**src/rtl/prach_hb_dec_ch_if.sv**
```systemverilog
// Streaming bus of the PRACH half-band decimator: two polyphase inputs with
// sideband and bypass, one decimated output with sideband and overflow flag.
interface prach_hb_dec_ch_if #(
  parameter int DW  = 16,
  parameter int CHW = 8
);
  logic signed [DW-1:0] din_dp1;
  logic signed [DW-1:0] din_dp2;
  logic                 din_dv;
  logic [CHW-1:0]       din_chn;
  logic                 sync_in;
  logic                 bypass;
  logic signed [DW-1:0] dout_dq;
  logic                 dout_dv;
  logic [CHW-1:0]       dout_chn;
  logic                 sync_out;
  logic                 ovf;

  modport master (
    output din_dp1, din_dp2, din_dv, din_chn, sync_in, bypass,
    input  dout_dq, dout_dv, dout_chn, sync_out, ovf
  );

  modport slave (
    input  din_dp1, din_dp2, din_dv, din_chn, sync_in, bypass,
    output dout_dq, dout_dv, dout_chn, sync_out, ovf
  );
endinterface

```
**src/rtl/prach_hb_dec_ch.sv**
```systemverilog
// Channel-interleaved half-band decimator stage, 5-cycle pipeline.
// Optional output saturation and sticky ovf flag: define PRACH_HB_DEC_SAT_EN.
module prach_hb_dec_ch #(
  parameter int DW                    = 16,
  parameter int CW                    = 18,
  parameter int NUM_CHANNEL           = 32,
  parameter int NUM_UNIQ_COE          = 2,
  parameter int COE [NUM_UNIQ_COE]    = '{-4249, 37013},
  parameter int CHW                   = 8
) (
  input logic              clk,
  input logic              rst_n,
  prach_hb_dec_ch_if.slave bus
);
  localparam int N   = NUM_UNIQ_COE;
  localparam int L2  = (2*N-1)*NUM_CHANNEL;
  localparam int L1  = (N-1)*NUM_CHANNEL;
  localparam int PW  = DW + 1 + CW;
  localparam int AW  = DW + CW + $clog2(2*N) + 1;
  localparam int LAT = 5;
  localparam logic signed [AW-1:0] RND = {{(AW-CW+1){1'b0}}, 1'b1, {(CW-2){1'b0}}};

  typedef struct packed {
    logic           sync;
    logic           dv;
    logic [CHW-1:0] chn;
  } side_t;

  logic signed [DW-1:0] line2 [1:L2];
  logic signed [DW-1:0] tap_a [N];
  logic signed [DW-1:0] tap_b [N];
  logic signed [DW-1:0] centre;
  logic signed [CW-1:0] coe_w [N];

  // NOTE: delay lines are reset like any other state; the first outputs after
  // reset must see zero history rather than whatever the memory powered up with.
  always_ff @(posedge clk or negedge rst_n) begin
    if (!rst_n) begin
      for (int i = 1; i <= L2; i++) line2[i] <= '0;
    end else if (bus.din_dv) begin
      line2[1] <= bus.din_dp2;
      for (int i = 2; i <= L2; i++) line2[i] <= line2[i-1];
    end
  end

  if (L1 > 0) begin : g_line1
    logic signed [DW-1:0] line1 [1:L1];
    always_ff @(posedge clk or negedge rst_n) begin
      if (!rst_n) begin
        for (int i = 1; i <= L1; i++) line1[i] <= '0;
      end else if (bus.din_dv) begin
        line1[1] <= bus.din_dp1;
        for (int i = 2; i <= L1; i++) line1[i] <= line1[i-1];
      end
    end
    assign centre = line1[L1];
  end else begin : g_no_line1
    assign centre = bus.din_dp1;
  end

  // Pair k: delay k*NUM_CHANNEL with delay (2N-1-k)*NUM_CHANNEL; delay 0 is the input.
  for (genvar k = 0; k < N; k++) begin : g_tap
    if (k == 0) begin : g_outer
      assign tap_a[k] = bus.din_dp2;
    end else begin : g_inner
      assign tap_a[k] = line2[k*NUM_CHANNEL];
    end
    assign tap_b[k] = line2[(2*N-1-k)*NUM_CHANNEL];
    assign coe_w[k] = CW'(COE[k]);
  end

  logic signed [DW-1:0] s1_a [N];
  logic signed [DW-1:0] s1_b [N];
  logic signed [DW:0]   s2_pre [N];
  logic signed [PW-1:0] s3_prod [N];
  logic signed [DW-1:0] s1_c, s2_c, s3_c, s4_c;
  logic                 s1_byp, s2_byp, s3_byp, s4_byp;
  logic signed [AW-1:0] s4_acc, acc_sum;
  logic signed [DW-1:0] dq_q, dq_nxt;
  side_t                side_q [1:LAT];

  // NOTE: blocking assignments here build a combinational sum; starting from a
  // full default keeps the process free of inferred latches.
  always_comb begin
    acc_sum = (AW'(s3_c) <<< (CW-2)) + RND;
    for (int k = 0; k < N; k++) acc_sum = acc_sum + AW'(s3_prod[k]);
  end

  always_ff @(posedge clk or negedge rst_n) begin
    if (!rst_n) begin
      for (int k = 0; k < N; k++) begin
        s1_a[k]    <= '0;
        s1_b[k]    <= '0;
        s2_pre[k]  <= '0;
        s3_prod[k] <= '0;
      end
      {s1_c, s2_c, s3_c, s4_c}         <= '0;
      {s1_byp, s2_byp, s3_byp, s4_byp} <= '0;
      s4_acc <= '0;
      dq_q   <= '0;
    end else begin
      if (bus.din_dv) begin
        for (int k = 0; k < N; k++) begin
          s1_a[k] <= tap_a[k];
          s1_b[k] <= tap_b[k];
        end
        s1_c   <= centre;
        s1_byp <= bus.bypass;
      end
      for (int k = 0; k < N; k++) begin
        s2_pre[k]  <= (DW+1)'(s1_a[k]) + (DW+1)'(s1_b[k]);
        s3_prod[k] <= PW'(s2_pre[k]) * PW'(coe_w[k]);
      end
      s2_c   <= s1_c;
      s3_c   <= s2_c;
      s4_c   <= s3_c;
      s2_byp <= s1_byp;
      s3_byp <= s2_byp;
      s4_byp <= s3_byp;
      s4_acc <= acc_sum;
      dq_q   <= dq_nxt;
    end
  end

  always_ff @(posedge clk or negedge rst_n) begin
    if (!rst_n) begin
      for (int i = 1; i <= LAT; i++) side_q[i] <= '0;
    end else begin
      side_q[1] <= side_t'{sync: bus.sync_in, dv: bus.din_dv, chn: bus.din_chn};
      for (int i = 2; i <= LAT; i++) side_q[i] <= side_q[i-1];
    end
  end

`ifdef PRACH_HB_DEC_SAT_EN
  localparam int RW = AW - CW + 1;
  localparam logic signed [RW-1:0] MAXV = {{(RW-DW+1){1'b0}}, {(DW-1){1'b1}}};
  localparam logic signed [RW-1:0] MINV = {{(RW-DW+1){1'b1}}, {(DW-1){1'b0}}};

  logic signed [RW-1:0] res_w;
  logic                 sat_nxt, sat_q, ovf_q;
  logic                 unused_acc;

  assign res_w      = $signed(s4_acc[AW-1:CW-1]);
  assign unused_acc = ^s4_acc[CW-2:0];

  always_comb begin
    dq_nxt  = res_w[DW-1:0];
    sat_nxt = 1'b0;
    if (res_w > MAXV) begin
      dq_nxt  = MAXV[DW-1:0];
      sat_nxt = 1'b1;
    end else if (res_w < MINV) begin
      dq_nxt  = MINV[DW-1:0];
      sat_nxt = 1'b1;
    end
    if (s4_byp) begin
      dq_nxt  = s4_c;
      sat_nxt = 1'b0;
    end
  end

  // A saturating valid output outranks a coincident sync clear.
  always_ff @(posedge clk or negedge rst_n) begin
    if (!rst_n) begin
      sat_q <= 1'b0;
      ovf_q <= 1'b0;
    end else begin
      sat_q <= sat_nxt;
      ovf_q <= (side_q[LAT].dv & sat_q) | (ovf_q & ~bus.sync_in);
    end
  end

  assign bus.ovf = ovf_q;
`else
  logic unused_acc;
  assign unused_acc = ^{s4_acc[AW-1:CW-1+DW], s4_acc[CW-2:0]};

  always_comb begin
    dq_nxt = s4_acc[CW-1 +: DW];
    if (s4_byp) dq_nxt = s4_c;
  end

  assign bus.ovf = 1'b0;
`endif

  assign bus.dout_dq  = dq_q;
  assign bus.dout_dv  = side_q[LAT].dv;
  assign bus.dout_chn = side_q[LAT].chn;
  assign bus.sync_out = side_q[LAT].sync;
endmodule
```
**src/flat_wrapper.sv**
```systemverilog
// flat-port wrapper written by rule: the top's interface ports become plain ports
module prach_hb_dec_ch_flat 
#(
  parameter int DW                    = 16,
  parameter int CW                    = 18,
  parameter int NUM_CHANNEL           = 32,
  parameter int NUM_UNIQ_COE          = 2,
  parameter int COE [NUM_UNIQ_COE]    = '{-4249, 37013},
  parameter int CHW                   = 8
)
  (clk, rst_n, bus_din_dp1, bus_din_dp2, bus_din_dv, bus_din_chn, bus_sync_in, bus_bypass, bus_dout_dq, bus_dout_dv, bus_dout_chn, bus_sync_out, bus_ovf);
  prach_hb_dec_ch_if #(.DW(DW), .CHW(CHW)) bus_i ();
  input logic clk;
  input logic rst_n;
  input wire logic [$bits(bus_i.din_dp1)-1:0] bus_din_dp1;
  input wire logic [$bits(bus_i.din_dp2)-1:0] bus_din_dp2;
  input wire logic [$bits(bus_i.din_dv)-1:0] bus_din_dv;
  input wire logic [$bits(bus_i.din_chn)-1:0] bus_din_chn;
  input wire logic [$bits(bus_i.sync_in)-1:0] bus_sync_in;
  input wire logic [$bits(bus_i.bypass)-1:0] bus_bypass;
  output wire logic [$bits(bus_i.dout_dq)-1:0] bus_dout_dq;
  output wire logic [$bits(bus_i.dout_dv)-1:0] bus_dout_dv;
  output wire logic [$bits(bus_i.dout_chn)-1:0] bus_dout_chn;
  output wire logic [$bits(bus_i.sync_out)-1:0] bus_sync_out;
  output wire logic [$bits(bus_i.ovf)-1:0] bus_ovf;
  assign bus_i.din_dp1 = bus_din_dp1;
  assign bus_i.din_dp2 = bus_din_dp2;
  assign bus_i.din_dv = bus_din_dv;
  assign bus_i.din_chn = bus_din_chn;
  assign bus_i.sync_in = bus_sync_in;
  assign bus_i.bypass = bus_bypass;
  assign bus_dout_dq = bus_i.dout_dq;
  assign bus_dout_dv = bus_i.dout_dv;
  assign bus_dout_chn = bus_i.dout_chn;
  assign bus_sync_out = bus_i.sync_out;
  assign bus_ovf = bus_i.ovf;
  prach_hb_dec_ch #(.DW(DW), .CW(CW), .NUM_CHANNEL(NUM_CHANNEL), .NUM_UNIQ_COE(NUM_UNIQ_COE), .COE(COE), .CHW(CHW)) u_core (.clk(clk), .rst_n(rst_n), .bus(bus_i));
endmodule
```
**config.mk**
```make
export PLATFORM = sky130hd
export DESIGN_NAME = prach_hb_dec_ch_flat
export DESIGN_NICKNAME = d
export VERILOG_FILES = /design/src/rtl/prach_hb_dec_ch_if.sv /design/src/rtl/prach_hb_dec_ch.sv /design/src/flat_wrapper.sv
export SDC_FILE = /design/constraint.sdc
export NUM_CORES = 2
export LEC_CHECK = 0
export ABC_AREA = 1
export BUFFER_PORTS_ARGS = -buffer_cell sky130_fd_sc_hd__buf_2
export CAP_MARGIN = 20
export CORE_UTILIZATION = 35
export DETAILED_ROUTE_END_ITERATION = 7
export PLACE_DENSITY = 0.51
export SETUP_SLACK_MARGIN = 0.02
export SYNTH_ARGS = -nofsm -noshare
export SYNTH_HDL_FRONTEND = slang
export SYNTH_SLANG_ARGS = --single-unit
```
**constraint.sdc**
```tcl
create_clock -name clk -period 15.46 [get_ports clk]
set_input_delay 2.319 -clock clk [delete_from_list [all_inputs] [get_ports clk]]
set_output_delay 2.319 -clock clk [all_outputs]
set_load 0.01 [all_outputs]
```
==> results.md <==
Run status:
- The run finished with clean final reports.

Yosys:
- In this run, synthesis produced a sequential element count of 2312.
- The total of warnings raised by yosys is 0.
- The post-synthesis average cell area is 9.66 um2.
- After synthesis the cells add up to 98900 um2.
- In the synthesized netlist, the number of instances is 10200.
- The cell type with the highest aggregate area in the netlist is dfrtp_1.
- The number of nets in the synthesized netlist is 10900.
- The synthesized design devotes to its leading area cell type 58.5% of total area.
- The most used flip-flop cell after synthesis is dfrtp_1.
- The part of the Yosys area used for sequential elements is 58.5%.
- The share of flip-flops with an asynchronous set or reset is 100%.
- Ranked by total cell area, the synthesized netlist is headed by dfrtp_1, inv_1, nand2_1.
- The count of distinct cell types in the synthesized netlist is 39.
- The number of flops mapped to enable cells by yosys is 0.

Timing:
- Subtracting the final worst setup slack from the clock period gives 5.86 ns.
- The achievable frequency is 171 MHz.
- The clock skew after layout is 0.0472 ns.
- Setup repair after global routing left no endpoint under its margin.
- For the pin with the worst max-slew slack, the measured transition is 1.20 ns.
- The final critical path takes up 37.9% of the cycle.
- The number of hold violations in the final report was 0.
- Headroom to the max-slew limit came out at 19.8%.
- The final setup violation count is 0.
- The setup TNS is 0 ns.
- The final-report max-slew violation count is 0.

Setup path:
- At the worst endpoint, the required time is 16.22 ns.
- On the worst path, the slowest cell contributes a delay of 0.67 ns.
- The cell family contributing the most delay on the critical path is adder cells.
- The worst register-to-register path begins at u_core.s2_pre[33].
- The setup check on the worst reg-to-reg path leaves a slack of 9.60 ns.
- The worst setup path is launched from a flip-flop.
- In this run the worst path has a maximum fanout of 25.
- The path depth of the worst reg2reg path is 22.
- The critical path goes through buf_4, inv_1, fa_1, inv_1, fa_1, fa_1, inv_1, fa_1, inv_1, fa_1, inv_1, fa_1, inv_1, ha_1, a21oi_1, o21ai_0, nand2_1, nand2_1, a21oi_1, nand2_1, nand2_1, nand2_1.
- Data arrives at the worst endpoint at 6.62 ns.
- The critical path in this run is classified as flip-flop to flip-flop.
- The worst register-to-register path ends at u_core.s3_prod[64].
- STA classifies the critical path endpoint as a flip-flop.
- The cell type of the slowest stage on the worst timing path is inv_1.
- Together, buffers and inverters on the worst path number 7.

Die:
- The horizontal die dimension is 534 um.
- The initial utilization of the core area, before any placement, comes to 35.3%.
- The floorplan has 194 rows.
- The count of boundary I/O pins is 72.
- In this run the standard cell core region covers 280000 um2.
- In this run the vertical extent of the chip is 534 um.
- The area of the die is 285000 um2.

CTS:
- The maximum level of the CTS H-tree is 5.
- The quantity of gates resized following cts is 0.
- The buffer count from post-CTS setup fixing is 0.
- The number of clock buffers added by TritonCTS is 263.
- After clock tree synthesis, the flow added hold-fix buffers numbering 0.
- The TritonCTS clock tree is yes.
- The clock reaches the later pin of the worst-skew pair after 0.87 ns.
- The longest clock path from root to sink contains 4 buffers.
- The clock drives 2312 sinks.
- The clock-pin slew on the worst setup and hold paths is 0.06 ns.
- The cell at the root of the clock tree is clkbuf_16.

GRT:
- Global routing consumed, over all layers together, 13.8% of the routing resources.
- The number of global-route vias before repair is 63500.
- The first global-routing pass estimated 331 mm of wire.
- The initial antenna violation count came to 3.
- The pin count of the biggest net entering global routing is 305.
- After global routing the overflow that remains totals 0.

Finish:
- After the last flow step, the layout net total stands at 10800.
- The finished cells cover 111000 um2.
- The layout has 27800 filler cells.
- Of the cells placed in the final design, the portion with a size suffix greater than 1 is 5.91%.
- The area overhead of the layout relative to synthesis is 12.3%.

Route:
- After the first detailed-routing iteration, the DRC count stood at 4202.
- In this run the remaining antenna-violating nets after routing total 0.
- The mean number of vias per cell is 4.47.
- The final routed DRC violation total is 0.
- The length of the first detailed-routing pass in iterations is 5.
- Dividing the detail-routed wire length by the instance count gives 13.8 um.
- The total vias in the final route is 62900.
- The final routed wirelength across all metal layers is 194 mm.

Hold path:
- The worst hold path begins at u_core.s2_c[9].
- The endpoint of the worst hold-timing path is u_core.s3_c[9].
- The worst hold path passes through 0 cells.
- The path category of the worst min-delay check is flip-flop to flip-flop.

Flow run:
- Max-cap violations in this run came to 0.

Place:
- Routability-driven placement finished with a final weighted congestion of 0.829.
- The number of I/O port buffers is 70.
- Detailed placement finished with a half-perimeter wire length of 127 mm.
- Once placement finished, the instance area stood at 102000 um2.
[stage by stage]
stage | worst slack [ns] | hold WS [ns] | util, % | std cells
2_1_floorplan | 9.75 | 0.331 | - | 10200
4_1_cts | 9.48 | 0.324 | 39.6 | 14100
6_report | 9.60 | 0.331 | 39.6 | 14100
5_1_grt | 9.13 | 0.343 | 39.6 | 14100
3_5_place_dp | 9.36 | 0.335 | 36.5 | 13600
3_3_place_gp | 9.44 | 0.331 | 36.5 | 13600
[sequential cells by signal, indices dropped and copies added, names as in the netlist, 34 cells and up]
register / flops
u_core.line2: 1520
u_core.g_line1.line1: 496
u_core.s3_prod: 64
u_core.side_q: 40
u_core.s2_pre: 34
[how the worst max path moves through the flow]
| stage | depth (start not counted) | start | endpoint | slack [ns] |
|---|---|---|---|---|
| floorplan | 20 | u_core.s2_pre[33] | u_core.s3_prod[63] | 9.75 |
| global placement | 5 | bus_din_dv | u_core.g_line1.line1[236] | 9.44 |
| CTS | 22 | u_core.s2_pre[33] | u_core.s3_prod[65] | 9.48 |
| finish | 22 | u_core.s2_pre[33] | u_core.s3_prod[64] | 9.60 |
| global route | 22 | u_core.s2_pre[33] | u_core.s3_prod[65] | 9.13 |
| detailed placement | 5 | bus_din_dv | u_core.g_line1.line1[234] | 9.36 |
[cell usage in the layout (no fill, tap or decap), drive strengths merged, types with 3 or more instances in the layout]
master,Yosys,layout
a31oi,3,3
nor4,4,4
xnor2,26,26
nor3,19,19
o21bai,12,12
xor2,60,60
and2,5,5
nand2,1577,1577
a21oi,1144,1144
mux2,48,48
a21o,6,6
fa,205,205
nand4,28,28
clkinvlp,0,11
clkinv,0,40
o21ai,1086,1086
inv,1580,1592
buf,338,126
bufinv,0,13
o31ai,4,4
ha,381,381
nand3,95,95
dfrtp,2312,2312
o21a,7,7
clkbuf,133,380
nor2,1160,1160
[cells in the mapped netlist, types with 4 or more instances]
library cell  count
a21o_1            6
a21oi_1        1140
a21oi_2           4
and2_1            5
buf_2           295
buf_4            43
clkbuf_1        133
dfrtp_1        2312
fa_1            205
ha_1            381
inv_1          1577
mux2_2           48
nand2_1        1560
nand2_2          17
nand3_1          92
nand4_1          28
nor2_1         1144
nor2_2           12
nor2_4            4
nor3_1           18
o21a_1            7
o21ai_0        1081
o21ai_1           4
o21bai_1         12
o31ai_1           4
xnor2_1          26
xor2_1           60
[cells by family after synthesis]
family | Yosys count | synth area share, %
AO/OA/AOI/OAI | 2263 | 11.5
XOR/XNOR | 86 | 0.761
AND/OR/NAND/NOR | 2891 | 11.4
multiplexers | 48 | 0.546
adder cells (fa/ha/maj) | 586 | 8.97
flip-flops | 2312 | 58.5
buffers and inverters | 2051 | 8.32
other | 1 | 0.00379
[area by class of cell]
cell class	instances	area, um2	area share, %
Timing Repair Buffer	126	1150	1.03
Clock buffer	380	7540	6.79
Clock inverter	76	1080	0.976
Antenna cell	1	2.50	0.00225
Multi-Input combinational cell	5875	32800	29.6
Tap cell	3724	4660	4.20
Sequential cell	2312	57900	52.1
Inverter	1580	5930	5.34
[per-layer routing]
metal  global-route usage, %  up-vias  share of wire, %
met3                    1.97      312               3.0
met4                    4.20        0               2.6
met2                    21.0      576                44
met1                    20.4    30000                51
met5                       0        -                 0
li1                        -    32000                 -
Power is left out: the tool's default activity adds up to more than one toggle a clock period on the data nets, which glitch-free logic cannot reach.
